$ cat src/rtl/bip_cpu_if.sv
// -----------------------------------------------------------------------------
// bip_cpu_if
// Bus between the BIP core and its memories: the asynchronous program ROM
// and the data RAM with its held-request / DM_ACK handshake.
//
// Signals
//   INSTRUCTION  ROM -> core  {opcode, operand} addressed by ADDR_PM
//   ADDR_PM      core -> ROM  program counter
//   ADDR_DM      core -> RAM  data address of the outstanding request
//   DM_OUT       core -> RAM  write data (the accumulator)
//   RD / WR      core -> RAM  read / write request, held until DM_ACK
//   DM_IN        RAM -> core  read data, valid with DM_ACK during a read
//   DM_ACK       RAM -> core  request completes at the next rising edge
//
// Modports: master = core side, slave = memory side.
// -----------------------------------------------------------------------------
interface bip_cpu_if #(
  parameter int DATA_W = 16,
  parameter int ADDR_W = 11,
  parameter int OPC_W  = 5
);
  localparam int INSTR_W = OPC_W + ADDR_W;

  logic [INSTR_W-1:0] INSTRUCTION;
  logic [ADDR_W-1:0]  ADDR_PM;
  logic [ADDR_W-1:0]  ADDR_DM;
  logic [DATA_W-1:0]  DM_OUT;
  logic [DATA_W-1:0]  DM_IN;
  logic               DM_ACK;
  logic               RD;
  logic               WR;

  modport master (
    input  INSTRUCTION, DM_IN, DM_ACK,
    output ADDR_PM, ADDR_DM, DM_OUT, RD, WR
  );

  modport slave (
    output INSTRUCTION, DM_IN, DM_ACK,
    input  ADDR_PM, ADDR_DM, DM_OUT, RD, WR
  );
endinterface

$ cat src/rtl/bip_cpu_core.sv
// -----------------------------------------------------------------------------
// bip_cpu_core
// BIP-I accumulator CPU, control and datapath in one block. Instructions come
// from an asynchronous ROM; data RAM accesses hold RD/WR until DM_ACK, so any
// number of RAM wait states is tolerated. A HLT instruction parks the core in
// HALT until reset; CYCLES counts (saturating) the clocks spent in RUN/MEM.
//
// Optional feature macro: BIP_BRANCH_EN
//   defined   -> zero flag Z plus BEQ (01000), BNE (01001), JMP (01010)
//   undefined -> those opcodes behave as NOP, no Z flag
//
// Ports
//   CLK     in   rising-edge clock
//   RESET   in   asynchronous, active-low reset
//   bus     master modport of bip_cpu_if (ROM + RAM handshake)
//   ACC     out  accumulator
//   HALTED  out  core sits in HALT
//   CYCLES  out  saturating count of clocks in RUN or MEM
// -----------------------------------------------------------------------------
module bip_cpu_core #(
  parameter int DATA_W = 16,
  parameter int ADDR_W = 11,
  parameter int OPC_W  = 5,
  parameter int CNT_W  = 16
) (
  input  logic              CLK,
  input  logic              RESET,
  bip_cpu_if.master         bus,
  output logic [DATA_W-1:0] ACC,
  output logic              HALTED,
  output logic [CNT_W-1:0]  CYCLES
);
  localparam int INSTR_W = OPC_W + ADDR_W;

  localparam logic [OPC_W-1:0] OP_HLT  = OPC_W'(0);
  localparam logic [OPC_W-1:0] OP_STO  = OPC_W'(1);
  localparam logic [OPC_W-1:0] OP_LD   = OPC_W'(2);
  localparam logic [OPC_W-1:0] OP_LDI  = OPC_W'(3);
  localparam logic [OPC_W-1:0] OP_ADD  = OPC_W'(4);
  localparam logic [OPC_W-1:0] OP_ADDI = OPC_W'(5);
  localparam logic [OPC_W-1:0] OP_SUB  = OPC_W'(6);
  localparam logic [OPC_W-1:0] OP_SUBI = OPC_W'(7);
`ifdef BIP_BRANCH_EN
  localparam logic [OPC_W-1:0] OP_BEQ  = OPC_W'(8);
  localparam logic [OPC_W-1:0] OP_BNE  = OPC_W'(9);
  localparam logic [OPC_W-1:0] OP_JMP  = OPC_W'(10);
`endif

  typedef enum logic [1:0] {
    S_RUN  = 2'd0,
    S_MEM  = 2'd1,
    S_HALT = 2'd2
  } state_t;

  state_t             r_state;
  logic [ADDR_W-1:0]  r_pc;
  logic [ADDR_W-1:0]  r_addr_dm;
  logic [DATA_W-1:0]  r_acc;
  logic [OPC_W-1:0]   r_mem_op;
  logic               r_rd;
  logic               r_wr;
  logic               r_halted;
  logic [CNT_W-1:0]   r_cycles;
`ifdef BIP_BRANCH_EN
  logic               r_z;
`endif

  logic [OPC_W-1:0]   w_opcode;
  logic [ADDR_W-1:0]  w_operand;
  logic [DATA_W-1:0]  w_imm;
  logic               w_is_mem;
  logic [DATA_W-1:0]  w_acc_nxt;

  assign w_opcode  = bus.INSTRUCTION[INSTR_W-1:ADDR_W];
  assign w_operand = bus.INSTRUCTION[ADDR_W-1:0];
  // Size cast of a signed value sign-extends the operand to DATA_W.
  assign w_imm     = DATA_W'($signed(w_operand));
  assign w_is_mem  = (w_opcode == OP_STO) || (w_opcode == OP_LD) ||
                     (w_opcode == OP_ADD) || (w_opcode == OP_SUB);

  // Next accumulator value. Shared by the ACC and Z registers so the flag
  // always describes the value ACC takes at the same edge.
  always_comb begin
    // NOTE: default assignment first; every path then drives w_acc_nxt, so
    // no latch is inferred.
    w_acc_nxt = r_acc;
    if (r_state == S_RUN) begin
      case (w_opcode)
        OP_LDI:  w_acc_nxt = w_imm;
        OP_ADDI: w_acc_nxt = r_acc + w_imm;
        OP_SUBI: w_acc_nxt = r_acc - w_imm;
        default: w_acc_nxt = r_acc;
      endcase
    end else if (r_state == S_MEM && bus.DM_ACK) begin
      case (r_mem_op)
        OP_LD:   w_acc_nxt = bus.DM_IN;
        OP_ADD:  w_acc_nxt = r_acc + bus.DM_IN;
        OP_SUB:  w_acc_nxt = r_acc - bus.DM_IN;
        default: w_acc_nxt = r_acc;
      endcase
    end
  end

  // Control FSM and all architectural state. Outputs come straight from
  // registers; DM_ACK is only looked at while in MEM.
  always_ff @(posedge CLK or negedge RESET) begin
    if (!RESET) begin
      // NOTE: non-blocking assignments for all state, so every register
      // samples pre-edge values regardless of statement order.
      r_state   <= S_RUN;
      r_pc      <= '0;
      r_addr_dm <= '0;
      r_acc     <= '0;
      r_mem_op  <= OP_HLT;
      r_rd      <= 1'b0;
      r_wr      <= 1'b0;
      r_halted  <= 1'b0;
      r_cycles  <= '0;
`ifdef BIP_BRANCH_EN
      r_z       <= 1'b1;
`endif
    end else begin
      r_acc <= w_acc_nxt;
`ifdef BIP_BRANCH_EN
      r_z   <= (w_acc_nxt == '0);
`endif
      if (r_state != S_HALT && r_cycles != '1) begin
        r_cycles <= r_cycles + CNT_W'(1);
      end

      case (r_state)
        S_RUN: begin
          if (w_opcode == OP_HLT) begin
            r_state  <= S_HALT;
            r_halted <= 1'b1;
          end else if (w_is_mem) begin
            // PC holds; it advances when the RAM acknowledges.
            r_mem_op  <= w_opcode;
            r_addr_dm <= w_operand;
            r_rd      <= (w_opcode != OP_STO);
            r_wr      <= (w_opcode == OP_STO);
            r_state   <= S_MEM;
          end
`ifdef BIP_BRANCH_EN
          else if ((w_opcode == OP_JMP) ||
                   (w_opcode == OP_BEQ &&  r_z) ||
                   (w_opcode == OP_BNE && !r_z)) begin
            r_pc <= w_operand;
          end
`endif
          else begin
            r_pc <= r_pc + ADDR_W'(1);
          end
        end

        S_MEM: begin
          if (bus.DM_ACK) begin
            r_rd    <= 1'b0;
            r_wr    <= 1'b0;
            r_pc    <= r_pc + ADDR_W'(1);
            r_state <= S_RUN;
          end
        end

        S_HALT: begin
          // Frozen until reset.
        end

        default: begin
          r_state <= S_RUN;
        end
      endcase
    end
  end

  assign bus.ADDR_PM = r_pc;
  assign bus.ADDR_DM = r_addr_dm;
  assign bus.DM_OUT  = r_acc;
  assign bus.RD      = r_rd;
  assign bus.WR      = r_wr;
  assign ACC         = r_acc;
  assign HALTED      = r_halted;
  assign CYCLES      = r_cycles;
endmodule

$ cat src/flat_wrapper.sv
// flat-port wrapper written by rule: the top's interface ports become plain ports
module bip_cpu_core_flat 
#(
  parameter int DATA_W = 16,
  parameter int ADDR_W = 11,
  parameter int OPC_W  = 5,
  parameter int CNT_W  = 16
)
  (CLK, RESET, ACC, HALTED, CYCLES, bus_INSTRUCTION, bus_DM_IN, bus_DM_ACK, bus_ADDR_PM, bus_ADDR_DM, bus_DM_OUT, bus_RD, bus_WR);
  bip_cpu_if #(.DATA_W(DATA_W), .ADDR_W(ADDR_W), .OPC_W(OPC_W)) bus_i ();
  input  logic CLK;
  input  logic RESET;
  output logic [DATA_W-1:0] ACC;
  output logic HALTED;
  output logic [CNT_W-1:0] CYCLES;
  input wire logic [$bits(bus_i.INSTRUCTION)-1:0] bus_INSTRUCTION;
  input wire logic [$bits(bus_i.DM_IN)-1:0] bus_DM_IN;
  input wire logic [$bits(bus_i.DM_ACK)-1:0] bus_DM_ACK;
  output wire logic [$bits(bus_i.ADDR_PM)-1:0] bus_ADDR_PM;
  output wire logic [$bits(bus_i.ADDR_DM)-1:0] bus_ADDR_DM;
  output wire logic [$bits(bus_i.DM_OUT)-1:0] bus_DM_OUT;
  output wire logic [$bits(bus_i.RD)-1:0] bus_RD;
  output wire logic [$bits(bus_i.WR)-1:0] bus_WR;
  assign bus_i.INSTRUCTION = bus_INSTRUCTION;
  assign bus_i.DM_IN = bus_DM_IN;
  assign bus_i.DM_ACK = bus_DM_ACK;
  assign bus_ADDR_PM = bus_i.ADDR_PM;
  assign bus_ADDR_DM = bus_i.ADDR_DM;
  assign bus_DM_OUT = bus_i.DM_OUT;
  assign bus_RD = bus_i.RD;
  assign bus_WR = bus_i.WR;
  bip_cpu_core #(.DATA_W(DATA_W), .ADDR_W(ADDR_W), .OPC_W(OPC_W), .CNT_W(CNT_W)) u_core (.CLK(CLK), .RESET(RESET), .bus(bus_i), .ACC(ACC), .HALTED(HALTED), .CYCLES(CYCLES));
endmodule
$ cat config.mk
export PLATFORM = sky130hd
export DESIGN_NAME = bip_cpu_core_flat
export DESIGN_NICKNAME = d
export VERILOG_FILES = /design/src/rtl/bip_cpu_if.sv /design/src/rtl/bip_cpu_core.sv /design/src/flat_wrapper.sv
export SDC_FILE = /design/constraint.sdc
export NUM_CORES = 1
export LEC_CHECK = 0
export CAP_MARGIN = 20
export CORE_MARGIN = 2
export CORE_UTILIZATION = 44
export DETAILED_ROUTE_END_ITERATION = 12
export GPL_TIMING_DRIVEN = 0
export PLACE_DENSITY = 0.81
export SLEW_MARGIN = 10
export SYNTH_ARGS = -nofsm -noshare
export SYNTH_HDL_FRONTEND = slang
export SYNTH_SLANG_ARGS = --single-unit
$ cat constraint.sdc
create_clock -name CLK -period 3.4 [get_ports CLK]
set_clock_uncertainty 0.1 [all_clocks]
set_input_delay 0.68 -clock CLK [delete_from_list [all_inputs] [get_ports CLK]]
set_output_delay 0.68 -clock CLK [all_outputs]
set_load 0.01 [all_outputs]
==> out/results.md <==
| Stage | Result | Reported |
|:---|:---|:---|
| worst setup path | Kind of end point of the critical path | flop |
| grt | Via count of the first global-routing pass | 5,087 |
| hold path | Class of the most critical hold timing path | in2async |
| sta | Fin. max-slew vios | 0 |
| sta | Post-route fraction of the period consumed by the critical path | 1.04 |
| layout | Proportion of layout cells with a drive suffix above 1 | 0.250 |
| worst setup path | Cell-by-cell listing of the critical path | clkdlybuf4s15_2, inv_2, ha_4, nand3b_1, nand2_1, xor2_1, ha_2, or3_4, o221ai_2, o21ba_4, o21ai_4, o21ai_2, or4_4, a21oi_2, nor2_1, nor3_2 |
| power | Clock network power share | 0.150 |
| sta | RSZ-0062 raised after global routing | true |
| place | Pre-CTS setup slack | -1110 ps |
| sta | Highest Clock Rate | 284 MHz |
| routing | Starting DRC count in detailed routing | 364 |
| worst setup path | Worst reg-to-reg setup slack | -120 ps |
| routing | Final routed wirelength across all metal layers | 15.8 mm |
| synthesis | Seq/Total Area, Yosys | 0.314 |
| worst setup path | Startpoint of the worst-slack reg-to-reg timing path | u_core.r_mem_op[0] |
| outcome | Violated checks | negative setup slack |
| sta | Final sum of negative setup slack | -406 ps |
| clocking | Clk sinks | 64 |
| grt | Wire length of the first global-routing pass | 25.4 mm |
| sta | Worst slew margin relative to its limit | 0.462 |
| worst setup path | Worst setup path category | in2reg |
| routing | Wire length per cell after detailed routing | 17.4 um |
| power | Internal cell power | 0.00398 W |
| synthesis | Unique cell type count in the Yosys netlist | 64 |
| routing | Detailed-route DRC error count | 0 |
| place | Dpl hpwl | 10.8 mm |
| clocking | Total clock buffers created by CTS | 9 |
| outcome | Result of the run | finished with violations |
| sta | Actual slew at the worst max-slew pin | 808 ps |
| clocking | Clock tree buffer depth | 2 |
| power | Share of total power in sequential cells | 0.200 |
| power | Net Sw Power | 0.00280 W |
| synthesis | Number of flops mapped to enable cells by yosys | 0 |
| worst setup path | Req. time, crit path | 3560 ps |
| grt | Number of antenna violations at the first check in global routing | 2 |
| worst setup path | Critical Path Source Type | input port |
| clocking | Clock transition time at the flip-flop clock pins of the worst setup and hold paths | 60 ps |
| floorplan | Height of the die | 112 um |
| worst setup path | Arrival @ worst endpoint | 3680 ps |
| sta | Final setup violating endpoints | 5 |
| synthesis | Fraction of registers with async set/reset | 1.00 |
| synthesis | Total of flip-flops plus latches after synthesis | 64 |
| synthesis | Synth warnings | 0 |
| clocking | TritonCTS clock tree | yes |
| routing | Pre-antenna DRT Iters | 5 |
| routing | Post-DRT Antenna Nets | 0 |
| layout | Commonest cells after routing, fill and taps aside | 84 x clkdlybuf4s50_1, 71 x buf_4, 64 x dfrtp_1, 55 x nand2_1, 45 x nor2_1 |
| layout | Most common cell after layout, fill and taps aside | clkdlybuf4s50_1 |
| worst setup path | Maximum fanout encountered on the critical timing path | 3 |
| run | Max_cap viols | 0 |
| power | Leakage | 3.22 nW |
| floorplan | Number of top-level pins | 108 |
| power | Max IR drop VDD | 0.000657 V |
| power | Total power per unit cell area | 914 nW/um^2 |
| floorplan | Area of the die | 12,500 um^2 |
| synthesis | Main synth FF type | dfrtp_1 |
| layout | Final Net Count | 829 |
| grt | Overall global routing resource usage | 0.245 |
| power | Logic pwr share | 0.650 |
| worst setup path | Origin of the worst setup path | bus_INSTRUCTION[1] |
| place | Port-buffer cells | 106 |
| sta | Minimum clock period | 3520 ps |
| power | Net switching fraction of the power | 0.413 |
| synthesis | Post-Synthesis Mean Instance Area | 8.62 um^2 |
| synthesis | Netlist area before placement | 5100 um^2 |
| floorplan | Effective utilization at floorplan | 0.449 |
| synthesis | Net count after synthesis | 663 |
| worst setup path | Slowest-stage cell, CP | or4_4 |
| synthesis | Gate count of the mapped netlist | 592 |
| floorplan | Area of the core | 11,400 um^2 |
| clocking | Root cell of the clock tree | clkbuf_16 |
| routing | Total number of vias | 5,207 |
| place | Final weighted congestion of routability-driven global placement | 0.925 |
| sta | Fin worst setup slack | -120 ps |
| clocking | Worst skew pair latency | 340 ps |
| worst setup path | Delay of the slowest cell on the worst path | 530 ps |
| sta | Hold Fails Final Rpt | 0 |
| routing | DR vias/cell | 5.74 |
| floorplan | Horizontal die dimension | 112 um |
| grt | Largest net degree at the start of global routing | 65 |
| grt | Aggregate global routing overflow | 0 |
| floorplan | Cell Rows | 39 |
| clocking | Number of H-tree levels | 3 |
| layout | Signed area change from the synthesized netlist to the final layout | 45.3% |
-- power groups by stage --
| stage | Clock (W) | Combinational, W | Sequential [W] |
|---|---|---|---|
| 2_1_floorplan | 0 | 0.00224 | 0.00137 |
| 3_3_place_gp | 0 | 0.00339 | 0.00132 |
| 3_5_place_dp | 0 | 0.00351 | 0.00134 |
| 4_1_cts | 0.00103 | 0.00398 | 0.00134 |
| 5_1_grt | 0.00107 | 0.00475 | 0.00140 |
| 6_report | 0.00102 | 0.00441 | 0.00135 |
-- metrics by stage --
stage	instances	hold slack (ps)	utilization	power [W]	area (um^2)
2_1_floorplan	592	284	-	0.00360	5150
3_3_place_gp	841	351	0.562	0.00471	6390
3_5_place_dp	841	359	0.562	0.00485	6390
4_1_cts	886	370	0.627	0.00635	7130
5_1_grt	907	397	0.652	0.00721	7410
6_report	907	328	0.652	0.00678	7410
-- state kept, by name, summed over array words and instances (netlist names) --
register / cells
u_core.ACC: 16
u_core.r_state: 2
u_core.CYCLES: 16
u_core.bus.ADDR_PM: 11
u_core.bus.WR: 1
u_core.r_mem_op: 5
u_core.bus.ADDR_DM: 11
u_core.bus.RD: 1
u_core.HALTED: 1
-- per-layer routing --
metal	track usage	part of all wire
met1	0.303	0.41
met3	0.0659	0.075
met4	0.0798	0.022
met2	0.417	0.49
met5	0	0
-- what timing repair did --
item	in CTS	in global routing
gates cloned	0	0
buffers inserted	32	20
hold buffers	0	0
pin swaps	41	30
resized for setup	117	31
setup endpoints to repair	12	7
-- Yosys cell counts, types with 7 or more instances --
master	instances	area, um^2
nor3_1	17	85.1
nor2_1	49	184
nand2b_1	12	75.1
a211oi_1	7	52.6
dfrtp_1	64	1600
inv_1	11	41.3
nand3_1	19	95.1
mux2_2	13	146
o31ai_1	7	52.6
nor2b_1	8	50.1
xor2_1	27	236
and3_1	9	56.3
nand2_1	61	229
ha_1	34	425
a31oi_1	7	43.8
xnor2_1	42	368
o211ai_1	7	52.6
a21oi_1	37	185
o21ai_0	40	200
buf_4	16	120
clkbuf_1	17	63.8
-- cells by family (layout without fill, tap and decap cells) --
| logic type | Yosys count | after routing | synth area share |
|---|---|---|---|
| and+or+nand+nor | 207 | 207 | 0.199 |
| AOI/OAI and AO/OA | 154 | 154 | 0.197 |
| other | 0 | 1 | 0 |
| xor gates and xnor gates | 69 | 69 | 0.118 |
| DFF | 64 | 64 | 0.314 |
| adders and majority gates | 36 | 36 | 0.0912 |
| muxes | 16 | 16 | 0.0346 |
| buffers and inverters | 46 | 217 | 0.0461 |
-- critical path, delay by kind of cell --
family | cells | cell delay (ps)
adder cells (fa/ha/maj) | 2 | 370
AND/OR/NAND/NOR | 6 | 1360
buffers and inverters | 2 | 340
AO/OA/AOI/OAI | 5 | 760
XOR/XNOR | 1 | 160
-- final timing paths --
check,cells past startpoint,to
worst max-delay path,16,u_core.ACC[15]
worst min-delay path,1,u_core.bus.ADDR_PM[6]
worst max register to register,14,u_core.ACC[12]
worst min register to register,1,u_core.HALTED
max in group asynchronous,1,u_core.ACC[3]
min in group CLK,1,u_core.HALTED
-- layout make-up --
class                           count  area, um^2
Antenna cell                        1        2.50
Tap cell                          143         179
Sequential cell                    64        1600
Inverter                           11        41.3
Buffer                             32         189
Fill cell                         891        3960
Clock inverter                      7         103
Clock buffer                        9         225
Multi-Input combinational cell    482        3650
Timing Repair Buffer              158        1420
Note: power is estimated with default switching activity, not from simulation.
